`config.mk`:
```
export PLATFORM = sky130hd
export DESIGN_NAME = alu_op_sequencer_flat
export DESIGN_NICKNAME = d
export VERILOG_FILES = /design/src/rtl/alu_op_sequencer_if.sv /design/src/rtl/alu_op_sequencer.sv /design/src/flat_wrapper.sv
export SDC_FILE = /design/constraint.sdc
export NUM_CORES = 1
export LEC_CHECK = 0
export CAP_MARGIN = 20
export CORE_ASPECT_RATIO = 1.2
export CORE_MARGIN = 5
export CORE_UTILIZATION = 35
export DETAILED_ROUTE_END_ITERATION = 16
export SLEW_MARGIN = 20
export SYNTH_ARGS = -nofsm -noshare
export SYNTH_HDL_FRONTEND = slang
export SYNTH_SLANG_ARGS = --single-unit
```
`constraint.sdc`:
```
create_clock -name clk -period 4.4 [get_ports clk]
set_input_delay 0.66 -clock clk [delete_from_list [all_inputs] [get_ports clk]]
set_output_delay 0.66 -clock clk [all_outputs]
set_load 0.02 [all_outputs]
```
`src/rtl/alu_op_sequencer_if.sv`:
```
// Issue/step bundle between the control FSM and the ALU op sequencer.
// Master drives opcodes and stall; slave returns ready and ALU step controls.
interface alu_op_sequencer_if #(
    parameter int OPW  = 6,
    parameter int AOPW = 2
);
    logic            start;
    logic [OPW-1:0]  opcode;
    logic            stall;
    logic            ready;
    logic            alu_valid;
    logic [AOPW-1:0] alu_op;
    logic [1:0]      src_a_sel;
    logic [1:0]      src_b_sel;
    logic            alu_step;
    logic            alu_last;
    logic            illegal;

    modport master (
        output start, opcode, stall,
        input  ready, alu_valid, alu_op, src_a_sel,
        input  src_b_sel, alu_step, alu_last, illegal
    );

    modport slave (
        input  start, opcode, stall,
        output ready, alu_valid, alu_op, src_a_sel,
        output src_b_sel, alu_step, alu_last, illegal
    );
endinterface

```
`src/rtl/alu_op_sequencer.sv`:
```
// Registered ALU op sequencer: one or two ALU steps per accepted opcode,
// with stall hold, branch-target and post-increment steps, illegal flagging.
module alu_op_sequencer #(
    parameter int          OPW           = 6,
    parameter int          AOPW          = 2,
    parameter int unsigned OP_AND        = 0,
    parameter int unsigned OP_ADD        = 1,
    parameter int unsigned OP_SUB        = 2,
    parameter int unsigned OP_NOP        = 3,
    parameter bit          BR_TARGET_ADD = 1'b1
) (
    input logic               clk,
    input logic               reset,
    alu_op_sequencer_if.slave bus
);

    typedef enum logic [1:0] {IDLE, STEP0, STEP1} state_t;

    typedef struct packed {
        logic [AOPW-1:0] op;
        logic [1:0]      a;
        logic [1:0]      b;
        logic            last;
        logic            ill;
    } step_t;

    localparam logic [AOPW-1:0] A_AND = AOPW'(OP_AND);
    localparam logic [AOPW-1:0] A_ADD = AOPW'(OP_ADD);
    localparam logic [AOPW-1:0] A_SUB = AOPW'(OP_SUB);
    localparam logic [AOPW-1:0] A_NOP = AOPW'(OP_NOP);

    localparam logic [1:0] S_REG = 2'd0;
    localparam logic [1:0] S_PC  = 2'd1;
    localparam logic [1:0] S_SP  = 2'd2;
    localparam logic [1:0] S_IMM = 2'd1;
    localparam logic [1:0] S_ONE = 2'd2;

    localparam logic [OPW-1:0] OC_AND   = OPW'(0);
    localparam logic [OPW-1:0] OC_ADD   = OPW'(1);
    localparam logic [OPW-1:0] OC_SUB   = OPW'(2);
    localparam logic [OPW-1:0] OC_ANDI  = OPW'(3);
    localparam logic [OPW-1:0] OC_ADDI  = OPW'(4);
    localparam logic [OPW-1:0] OC_LW    = OPW'(5);
    localparam logic [OPW-1:0] OC_LWPOI = OPW'(6);
    localparam logic [OPW-1:0] OC_SW    = OPW'(7);
    localparam logic [OPW-1:0] OC_BGT   = OPW'(8);
    localparam logic [OPW-1:0] OC_BLT   = OPW'(9);
    localparam logic [OPW-1:0] OC_BEQ   = OPW'(10);
    localparam logic [OPW-1:0] OC_BNE   = OPW'(11);
    localparam logic [OPW-1:0] OC_JMP   = OPW'(12);
    localparam logic [OPW-1:0] OC_CALL  = OPW'(13);
    localparam logic [OPW-1:0] OC_RET   = OPW'(14);
    localparam logic [OPW-1:0] OC_PUSH  = OPW'(15);
    localparam logic [OPW-1:0] OC_POP   = OPW'(16);

    localparam step_t IDLE_S = '{op: A_NOP, a: S_REG, b: S_REG,
                                 last: 1'b0, ill: 1'b0};

    function automatic step_t dec(input logic [OPW-1:0] opc,
                                  input logic s);
        step_t r;
        r = '{op: A_NOP, a: S_REG, b: S_REG, last: 1'b1, ill: 1'b0};
        case (opc)
            OC_AND:  r.op = A_AND;
            OC_ANDI: begin r.op = A_AND; r.b = S_IMM; end
            OC_ADD:  r.op = A_ADD;
            OC_ADDI, OC_LW, OC_SW: begin
                r.op = A_ADD;
                r.b  = S_IMM;
            end
            OC_SUB:  r.op = A_SUB;
            OC_LWPOI: begin
                r.op   = A_ADD;
                r.b    = s ? S_ONE : S_IMM;
                r.last = s;
            end
            // Compare step, then optional PC+imm target step
            OC_BGT, OC_BLT, OC_BEQ, OC_BNE: begin
                if (s) begin
                    r.op = A_ADD;
                    r.a  = S_PC;
                    r.b  = S_IMM;
                end else begin
                    r.op   = A_SUB;
                    r.last = !BR_TARGET_ADD;
                end
            end
            OC_PUSH, OC_CALL: begin
                r.op = A_SUB; r.a = S_SP; r.b = S_ONE;
            end
            OC_POP, OC_RET: begin
                r.op = A_ADD; r.a = S_SP; r.b = S_ONE;
            end
            OC_JMP:  r.op = A_NOP;
            default: r.ill = 1'b1;
        endcase
        return r;
    endfunction

    state_t         state;
    step_t          cur;
    logic [OPW-1:0] op_q;
    logic           valid_q;
    logic           step_q;
    logic           rdy;

    assign rdy = (state == IDLE || cur.last) && !bus.stall;

    always_ff @(posedge clk) begin
        if (reset) begin
            state   <= IDLE;
            cur     <= IDLE_S;
            op_q    <= '0;
            valid_q <= 1'b0;
            step_q  <= 1'b0;
        end else if (!bus.stall) begin
            if (bus.start && rdy) begin
                state   <= STEP0;
                op_q    <= bus.opcode;
                cur     <= dec(bus.opcode, 1'b0);
                valid_q <= 1'b1;
                step_q  <= 1'b0;
            end else if (state == STEP0 && !cur.last) begin
                state  <= STEP1;
                cur    <= dec(op_q, 1'b1);
                step_q <= 1'b1;
            end else begin
                state   <= IDLE;
                cur     <= IDLE_S;
                valid_q <= 1'b0;
                step_q  <= 1'b0;
            end
        end
    end

    assign bus.ready     = rdy;
    assign bus.alu_valid = valid_q;
    assign bus.alu_op    = cur.op;
    assign bus.src_a_sel = cur.a;
    assign bus.src_b_sel = cur.b;
    assign bus.alu_step  = step_q;
    assign bus.alu_last  = cur.last;
    assign bus.illegal   = cur.ill;

endmodule

```
`src/flat_wrapper.sv`:
```
// flat-port wrapper written by rule: the top's interface ports become plain ports
module alu_op_sequencer_flat 
#(
    parameter int          OPW           = 6,
    parameter int          AOPW          = 2,
    parameter int unsigned OP_AND        = 0,
    parameter int unsigned OP_ADD        = 1,
    parameter int unsigned OP_SUB        = 2,
    parameter int unsigned OP_NOP        = 3,
    parameter bit          BR_TARGET_ADD = 1'b1
)
  (clk, reset, bus_start, bus_opcode, bus_stall, bus_ready, bus_alu_valid, bus_alu_op, bus_src_a_sel, bus_src_b_sel, bus_alu_step, bus_alu_last, bus_illegal);
  alu_op_sequencer_if #(.OPW(OPW), .AOPW(AOPW)) bus_i ();
  input logic clk;
  input logic reset;
  input wire logic [$bits(bus_i.start)-1:0] bus_start;
  input wire logic [$bits(bus_i.opcode)-1:0] bus_opcode;
  input wire logic [$bits(bus_i.stall)-1:0] bus_stall;
  output wire logic [$bits(bus_i.ready)-1:0] bus_ready;
  output wire logic [$bits(bus_i.alu_valid)-1:0] bus_alu_valid;
  output wire logic [$bits(bus_i.alu_op)-1:0] bus_alu_op;
  output wire logic [$bits(bus_i.src_a_sel)-1:0] bus_src_a_sel;
  output wire logic [$bits(bus_i.src_b_sel)-1:0] bus_src_b_sel;
  output wire logic [$bits(bus_i.alu_step)-1:0] bus_alu_step;
  output wire logic [$bits(bus_i.alu_last)-1:0] bus_alu_last;
  output wire logic [$bits(bus_i.illegal)-1:0] bus_illegal;
  assign bus_i.start = bus_start;
  assign bus_i.opcode = bus_opcode;
  assign bus_i.stall = bus_stall;
  assign bus_ready = bus_i.ready;
  assign bus_alu_valid = bus_i.alu_valid;
  assign bus_alu_op = bus_i.alu_op;
  assign bus_src_a_sel = bus_i.src_a_sel;
  assign bus_src_b_sel = bus_i.src_b_sel;
  assign bus_alu_step = bus_i.alu_step;
  assign bus_alu_last = bus_i.alu_last;
  assign bus_illegal = bus_i.illegal;
  alu_op_sequencer #(.OPW(OPW), .AOPW(AOPW), .OP_AND(OP_AND), .OP_ADD(OP_ADD), .OP_SUB(OP_SUB), .OP_NOP(OP_NOP), .BR_TARGET_ADD(BR_TARGET_ADD)) u_core (.clk(clk), .reset(reset), .bus(bus_i));
endmodule
```
==> results of run 1 <==
cell type report:
cell class	count	area share
multi-input cells	96	0.4980
repair buffers	20	0.1581
clock buffers	3	0.01779
well taps	34	0.03360
flip-flops and latches	17	0.2688
clock inverters	1	0.005929
inverters	6	0.01779
state kept, by name (all words and copies together), names as in the netlist:
name / count
u_core.bus.alu_last: 1
u_core.bus.alu_op: 2
u_core.bus.alu_valid: 1
u_core.bus.illegal: 1
u_core.bus.src_a_sel: 2
u_core.bus.src_b_sel: 2
u_core.op_q: 6
u_core.state: 2
synth_stat cells, drive strengths merged (3+ instances only):
cell / number / share of area
buf: 6 / 0.033
nor3: 6 / 0.028
o21ai: 9 / 0.043
nand3b: 4 / 0.028
mux2i: 8 / 0.076
a21oi: 11 / 0.056
nor3b: 3 / 0.026
a221oi: 4 / 0.045
inv: 6 / 0.021
dfxtp: 17 / 0.32
nor2: 15 / 0.053
clkbuf: 7 / 0.025
nor2b: 5 / 0.030
nand2b: 5 / 0.030
nand2: 5 / 0.018
cell families after synthesis:
group	count (synthesis)	synth area share
xor gates and xnor gates	1	0.008305
AOI/OAI and AO/OA	35	0.2337
muxes	8	0.07592
and+or+nand+nor	52	0.2800
DFF	17	0.3227
buffers and inverters	19	0.07948
critical path, delay by kind of cell:
kind                   cells  cell delay (ns)
buffers and inverters      2             1.42
AND/OR/NAND/NOR            1             0.29
worst max-delay path by stage:
| stage | depth (start not counted) | slack [ns] | endpoint |
|---|---|---|---|
| final | 3 | 1.37 | bus_ready |
| after global routing | 3 | 1.24 | bus_ready |
| after CTS | 3 | 1.36 | bus_ready |
| after detailed placement | 3 | 1.36 | bus_ready |
| after global placement | 3 | 1.39 | bus_ready |
| after floorplan | 5 | 2.54 | u_core.bus.illegal |
stage by stage:
stage,setup slack [ns],instances,total power [W],utilization
3_5_place_dp,1.360,173,0.0002545,0.4356
5_1_grt,1.242,177,0.0003613,0.4462
6_report,1.370,177,0.0003395,0.4462
3_3_place_gp,1.391,173,0.0002529,0.4356
4_1_cts,1.358,177,0.0003449,0.4462
2_1_floorplan,2.540,132,0.0002270,-
per-layer routing:
layer	up-vias	share of wire	global-route usage
met5	-	0	0
li1	497	-	-
met3	4	0.029	0.005525
met1	462	0.46	0.1600
met2	15	0.49	0.1863
met4	0	0.018	0.05911
report_power, final:
group | total, W | internal, W | switching (W)
sequential | 0.000172 | 0.000162 | 0.0000101
combinational | 0.0000783 | 0.0000377 | 0.0000406
clock | 0.0000893 | 0.0000346 | 0.0000546
==> results.sh, run 1 <==
export IMPL_ys_types=40
export IMPL_crit_chain="clkdlybuf4s50_1 -> nor2_1 -> clkdlybuf4s50_1"
export IMPL_synthArstFlopShare=0
export IMPL_insertedDiodeCount=0
export IMPL_hp_class="register to register"
export IMPL_tightestPinTransition_ns=0.7213
export IMPL_cp_end_kind="primary output"
export IMPL_relSlewSlack=0.5177
export IMPL_p_leak_nw=0.4492
export IMPL_crit_path_max_incr_delay_ns=0.78
export IMPL_routabilityCongestion=0.7562
export IMPL_hold_viol_final=0
export IMPL_wirelength_mm=2.397
export IMPL_worstPathArrival_ns=2.37
export IMPL_netlist_area_um2=1055
export IMPL_die_width_um=60.12
export IMPL_syn_instance_count=132
export IMPL_area_delta_synth_final_pct=20.05
export IMPL_crit_top_cell="clkdlybuf4s50_1"
export IMPL_final_setup_skew_ns=0.009214
export IMPL_ys_seq_area_frac=0.3227
export IMPL_syn_nets=142
export IMPL_synth_edf_count=0
export IMPL_grt_usage=0.1185
export IMPL_critPathMaxFanout=21
export IMPL_slew_violations=0
export IMPL_rsz0062_at_grt="no"
export IMPL_cp_startpoint="bus_stall"
export IMPL_dp_hpwl_mm=1.817
export IMPL_postCtsSetupRepairBufs=0
export IMPL_timing_rr_start="u_core.op_q[3]"
export IMPL_min_period_ns=3.030
export IMPL_cts_root_buffer="clkbuf_4"
export IMPL_grt_max_degree=22
export IMPL_cts_path_max_buffers=2
export IMPL_ys_warn_count=0
export IMPL_finalSetupTns_ns=0
export IMPL_p_per_area_nw_per_um2=268.1
export IMPL_whs_ns=0.4732
export IMPL_ff_latch_area_um2=340.3
export IMPL_reg2reg_slack_ns=2.78
export IMPL_ff2ff_path_depth=4
export IMPL_hold_start="u_core.bus.src_b_sel[1]"
export IMPL_wl_per_cell_um=13.54
export IMPL_hold_end="u_core.bus.src_b_sel[1]"
export IMPL_row_count=21
export IMPL_nets=154
export IMPL_firstDrtPassIters=4
export IMPL_final_setup_viol_count=0
export IMPL_clk_insertion_delay_late_ns=0.30
export IMPL_multiInputGateArea_um2=630.6
export IMPL_dieArea_um2=4216
export IMPL_most_common_layout_cells="clkdlybuf4s50_1 (20), dfxtp_1 (17), nor2_1 (15)"
export IMPL_post_cts_resized=0
export IMPL_drc=0
export IMPL_overflow=0
export IMPL_cts_clk_slew_worst_paths_ns=0.11
export IMPL_max_cap_violations=0
export IMPL_h_tree_depth=1
export IMPL_tritoncts="built"
export IMPL_cts_sinks=17
export IMPL_final_area_um2=1266
export IMPL_vias=978
export IMPL_synth_seq_cells=17
export IMPL_peakVddDrop_mv=0.1628
export IMPL_clock_fmax_mhz=330.1
export IMPL_outcome="complete, no violations"
export IMPL_ys_dominant_reg_cell="dfxtp_1"
export IMPL_dpl_cell_area_um2=1236
export IMPL_grt_antenna_before_repair=0
export IMPL_dieHeight_um=70.14
export IMPL_viasPerCell=5.525
export IMPL_final_common_cell="clkdlybuf4s50_1"
export IMPL_cts_buffers_inserted=3
export IMPL_startpoint_type="input pin"
export IMPL_start_util=0.3717
export IMPL_io_pin_count=21
export IMPL_first_iter_violations=14
export IMPL_critPathSlowestCell="clkdlybuf4s50_1"
export IMPL_grt_pass1_wl_mm=3.960
export IMPL_grt_pass1_vias=865
export IMPL_ant_nets=0
export IMPL_numPortBuffers=20
export IMPL_syn_mean_instance_area_um2=7.991
export IMPL_drive_gt1_frac=0.07692
export IMPL_critPathKind="input pin to primary output"
export IMPL_ctsHoldBuffers=0
export IMPL_required_ns=3.74
export IMPL_fill_cells=289
export IMPL_core_area_um2=2838
export IMPL_whs_path_depth=2
export IMPL_r2r_end="u_core.bus.src_a_sel[1]"
export IMPL_final_period_utilization=0.6886
No activity file was read; power rests on OpenSTA's default activity.
==> run 2, diff against run 1 <==
==> constraint.sdc (replaced) <==
create_clock -name clk -period 2.5 [get_ports clk]
set_input_delay 0.375 -clock clk [delete_from_list [all_inputs] [get_ports clk]]
set_output_delay 0.375 -clock clk [all_outputs]
set_load 0.02 [all_outputs]
==> results.sh, run 2 (synthesized netlist as in run 1, its figures left out) <==
export IMPL_postCtsSetupRepairBufs=0
export IMPL_ant_nets=0
export IMPL_drive_gt1_frac=0.08333
export IMPL_cts_clk_slew_worst_paths_ns=0.12
export IMPL_cts_path_max_buffers=2
export IMPL_cp_startpoint="u_core.bus.alu_last"
export IMPL_final_setup_skew_ns=0.01152
export IMPL_fill_cells=311
export IMPL_reg2reg_slack_ns=0.93
export IMPL_most_common_layout_cells="clkdlybuf4s50_1 (20), dfxtp_1 (17), nor2_1 (15)"
export IMPL_required_ns=2.12
export IMPL_path_delay_family="buffers and inverters"
export IMPL_viasPerCell=5.494
export IMPL_rsz0062_at_grt="no"
export IMPL_critPathKind="register to primary output"
export IMPL_dieHeight_um=70.14
export IMPL_wirelength_mm=2.509
export IMPL_worstPathArrival_ns=1.72
export IMPL_vias=978
export IMPL_regMostFlops="u_core.op_q"
export IMPL_crit_chain="o21ba_2 -> nor2_1 -> clkdlybuf4s50_1"
export IMPL_area_delta_synth_final_pct=20.76
export IMPL_finalSetupTns_ns=0
export IMPL_core_area_um2=2838
export IMPL_largest_reg_flops=6
export IMPL_final_setup_viol_count=0
export IMPL_hp_class="register to register"
export IMPL_dpl_cell_area_um2=1244
export IMPL_grt_pass1_vias=950
export IMPL_startpoint_type="register"
export IMPL_timing_rr_start="u_core.op_q[3]"
export IMPL_routabilityCongestion=0.7946
export IMPL_hold_viol_final=0
export IMPL_hold_start="u_core.bus.src_a_sel[1]"
export IMPL_wl_per_cell_um=14.10
export IMPL_p_leak_nw=0.4540
export IMPL_row_count=21
export IMPL_h_tree_depth=1
export IMPL_min_period_ns=2.090
export IMPL_grt_usage=0.1296
export IMPL_cts_root_buffer="clkbuf_4"
export IMPL_final_area_um2=1274
export IMPL_final_period_utilization=0.8361
export IMPL_grt_antenna_before_repair=0
export IMPL_pre_cts_ws_ns=0.3891
export IMPL_path_buf_inv=1
export IMPL_outcome="complete, no violations"
export IMPL_die_width_um=60.12
export IMPL_dp_hpwl_mm=1.864
export IMPL_p_per_area_nw_per_um2=473.4
export IMPL_ctsHoldBuffers=0
export IMPL_ff2ff_path_depth=4
export IMPL_slew_violations=0
export IMPL_worst_slack_ns=0.4098
export IMPL_max_cap_violations=0
export IMPL_critPathSlowestCell="clkdlybuf4s50_1"
export IMPL_tritoncts="built"
export IMPL_firstDrtPassIters=5
export IMPL_cts_sinks=17
export IMPL_numPortBuffers=20
export IMPL_io_pin_count=21
export IMPL_cts_buffers_inserted=3
export IMPL_critPathMaxFanout=5
export IMPL_post_cts_resized=0
export IMPL_postLayoutCoreUtil=0.4489
export IMPL_relSlewSlack=0.5531
export IMPL_peakVddDrop_mv=0.2634
export IMPL_overflow=0
export IMPL_crit_path_max_incr_delay_ns=0.64
export IMPL_cp_num_cells=3
export IMPL_grt_pass1_wl_mm=4.298
export IMPL_power_total_w=0.0006030
export IMPL_grt_max_degree=21
export IMPL_clk_insertion_delay_late_ns=0.30
export IMPL_clock_fmax_mhz=478.4
export IMPL_start_util=0.3717
export IMPL_nets=155
export IMPL_cp_end_kind="primary output"
export IMPL_drc=0
export IMPL_tightestPinTransition_ns=0.6683
export IMPL_dieArea_um2=4216
export IMPL_insertedDiodeCount=0
export IMPL_r2r_end="u_core.bus.src_a_sel[1]"
export IMPL_final_common_cell="clkdlybuf4s50_1"
export IMPL_first_iter_violations=22
export IMPL_crit_path_end="bus_ready"
## run 2: cell types whose count changed in the layout (fill, tap and decap cells not counted)
cell,previous run,this run
buf_4,0,1
## run 2: power breakdown
part / leakage [nW] / internal [W] / total [W] / switching, W
Clock: 0.0139 / 0.0000610 / 0.000160 / 0.0000994
Combinational: 0.301 / 0.0000675 / 0.000139 / 0.0000720
Sequential: 0.139 / 0.000285 / 0.000303 / 0.0000183
## run 2: worst min-delay path by stage
| stage | cells past startpoint | end |
|---|---|---|
| 2_1_floorplan | 2 | u_core.state[0] |
| 4_1_cts | 2 | u_core.bus.src_a_sel[1] |
| 5_1_grt | 2 | u_core.bus.src_a_sel[0] |
| 6_report | 2 | u_core.bus.src_a_sel[1] |
| 3_5_place_dp | 2 | u_core.bus.src_a_sel[0] |
| 3_3_place_gp | 2 | u_core.bus.src_a_sel[0] |
## run 2: stage by stage
step / hold slack, ns / instances
2_1_floorplan: 0.4613 / 132
3_3_place_gp: 0.4518 / 174
3_5_place_dp: 0.4588 / 174
4_1_cts: 0.4791 / 178
5_1_grt: 0.5185 / 178
6_report: 0.4761 / 178
## run 2: routing by layer
layer / global-route usage / wire length (µm)
met1: 0.1674 / 1112
met2: 0.2139 / 1262
met3: 0.007366 / 86
met4: 0.05911 / 47
met5: 0 / 0
## run 2: area by class of cell
| class | instances | area, µm² | area share |
|---|---|---|---|
| clock buffer | 3 | 22.52 | 0.01768 |
| clock inverter | 1 | 7.507 | 0.005894 |
| inverter | 6 | 22.52 | 0.01768 |
| multi-input combinational | 96 | 630.6 | 0.4951 |
| sequential | 17 | 340.3 | 0.2672 |
| tap | 34 | 42.54 | 0.03340 |
| timing repair buffer | 21 | 207.7 | 0.1631 |
## run 2: worst reg2reg max path, stage by stage, from the launching register on
cell,delay [ns]
dfxtp_1,0.44
nor4_1,0.51
and2_1,0.20
o21ai_0,0.10
a221oi_2,0.23
==> run 3, diff against run 2 <==
==> constraint.sdc (replaced) <==
create_clock -name clk -period 1.9 [get_ports clk]
set_input_delay 0.285 -clock clk [delete_from_list [all_inputs] [get_ports clk]]
set_output_delay 0.285 -clock clk [all_outputs]
set_load 0.02 [all_outputs]
==> results.sh, run 3 (synthesized netlist as in run 1, its figures left out) <==
export IMPL_grt_usage=0.1201
export IMPL_overflow=0
export IMPL_finalSetupTns_ns=0
export IMPL_core_area_um2=2838
export IMPL_p_leak_nw=0.4847
export IMPL_p_per_area_nw_per_um2=600.4
export IMPL_dieHeight_um=70.14
export IMPL_insertedDiodeCount=0
export IMPL_drc=0
export IMPL_tritoncts="built"
export IMPL_ff_latch_area_um2=340.3
export IMPL_grt_antenna_before_repair=0
export IMPL_peakVddDrop_mv=0.2660
export IMPL_h_tree_depth=1
export IMPL_routabilityCongestion=0.7868
export IMPL_tightestPinTransition_ns=0.5091
export IMPL_critPathSlowestCell="dfxtp_1"
export IMPL_whs_ns=0.4746
export IMPL_crit_chain="o21ba_2 -> nor2_1 -> dlygate4sd2_1"
export IMPL_rsz0062_at_grt="no"
export IMPL_start_util=0.3717
export IMPL_drive_gt1_frac=0.1200
export IMPL_worstPathArrival_ns=1.40
export IMPL_postLayoutCoreUtil=0.4643
export IMPL_postCtsSetupRepairBufs=0
export IMPL_fill_cells=299
export IMPL_cp_end_kind="primary output"
export IMPL_row_count=21
export IMPL_ctsHoldBuffers=0
export IMPL_worst_slack_ns=0.2153
export IMPL_first_iter_violations=23
export IMPL_final_common_cell="clkdlybuf4s50_1"
export IMPL_critPathKind="register to primary output"
export IMPL_required_ns=1.62
export IMPL_clk_insertion_delay_late_ns=0.29
export IMPL_grt_max_degree=20
export IMPL_cts_buffers_inserted=3
export IMPL_largest_reg_flops=6
export IMPL_hp_class="register to register"
export IMPL_max_cap_violations=0
export IMPL_slew_violations=0
export IMPL_pre_cts_ws_ns=0.06927
export IMPL_cts_sinks=17
export IMPL_startpoint_type="register"
export IMPL_cts_root_buffer="clkbuf_4"
export IMPL_dp_hpwl_mm=1.828
export IMPL_grt_util_met1=0.1695
export IMPL_most_common_layout_cells="clkdlybuf4s50_1 (19), dfxtp_1 (17), nor2_1 (15)"
export IMPL_critPathMaxFanout=5
export IMPL_area_delta_synth_final_pct=24.91
export IMPL_multiInputGateArea_um2=630.6
export IMPL_fin_cells=184
export IMPL_use_met3=0.005525
export IMPL_path_delay_family="flip-flops"
export IMPL_min_period_ns=1.685
export IMPL_cts_path_max_buffers=2
export IMPL_top_usage_layer="met2"
export IMPL_wirelength_mm=2.474
export IMPL_final_setup_skew_ns=0.008738
export IMPL_viasPerCell=5.375
export IMPL_wl_per_cell_um=13.45
export IMPL_firstDrtPassIters=4
export IMPL_path_buf_inv=1
export IMPL_relSlewSlack=0.6606
export IMPL_cts_clk_slew_worst_paths_ns=0.11
export IMPL_final_setup_viol_count=0
export IMPL_nets=161
export IMPL_regMostFlops="u_core.op_q"
export IMPL_numPortBuffers=20
export IMPL_clock_fmax_mhz=593.6
export IMPL_hold_viol_final=0
export IMPL_io_pin_count=21
export IMPL_grt_pass1_wl_mm=4.057
export IMPL_final_period_utilization=0.8867
export IMPL_ant_nets=0
export IMPL_vias=989
export IMPL_dp_cells=180
export IMPL_outcome="complete, no violations"
export IMPL_die_width_um=60.12
export IMPL_crit_path_max_incr_delay_ns=0.36
export IMPL_dieArea_um2=4216
export IMPL_grt_met2_usage=0.1887
export IMPL_post_cts_resized=1
export IMPL_grt_pass1_vias=878
[run 3: cell count changes in the layout (fill, tap and decap cells not counted)]
| cell | before | now |
|---|---|---|
| dlygate4sd2_1 | 0 | 1 |
| clkdlybuf4s50_1 | 20 | 19 |
| buf_4 | 1 | 7 |
[run 3: layer usage]
layer	vias up	share of wire	wire length, µm
met3	4	0.035	86
met1	459	0.47	1159
met4	0	0.021	52
li1	502	-	-
met5	-	0	0
met2	24	0.48	1176
[run 3: final timing paths]
| path | cells past startpoint | end | startpoint | slack (ns) |
|---|---|---|---|---|
| worst max-delay path | 3 | bus_ready | u_core.state[1] | 0.22 |
| worst min-delay path | 2 | u_core.bus.src_a_sel[1] | u_core.bus.src_a_sel[1] | 0.47 |
| worst max register to register | 4 | u_core.bus.src_a_sel[1] | u_core.op_q[3] | 0.36 |
| worst min register to register | 2 | u_core.bus.src_a_sel[1] | u_core.bus.src_a_sel[1] | 0.47 |
[run 3: worst register-to-register path: cells and delay by family (launching register included)]
kind / cells / cell delay [ns]
AOI/OAI and AO/OA: 2 / 0.34
DFF: 1 / 0.44
and+or+nand+nor: 2 / 0.69
[run 3: power by group]
group          internal, W  switching, W
Clock            0.0000799      0.000121
Sequential        0.000375     0.0000236
Combinational    0.0000962     0.0000955
Total             0.000551      0.000240
[run 3: area by class of cell]
class | count | area share
Multi-Input combinational cell | 96 | 0.4786
Tap cell | 34 | 0.03229
Inverter | 6 | 0.01709
Clock buffer | 3 | 0.01709
Sequential cell | 17 | 0.2583
Clock inverter | 1 | 0.005698
Timing Repair Buffer | 27 | 0.1909
[run 3: stage by stage]
step	total power, W	instance area (µm²)
detailed placement	0.0006004	1289
global placement	0.0005977	1289
finish	0.0007910	1318
global route	0.0008334	1318
CTS	0.0008003	1318
floorplan	0.0005256	1055
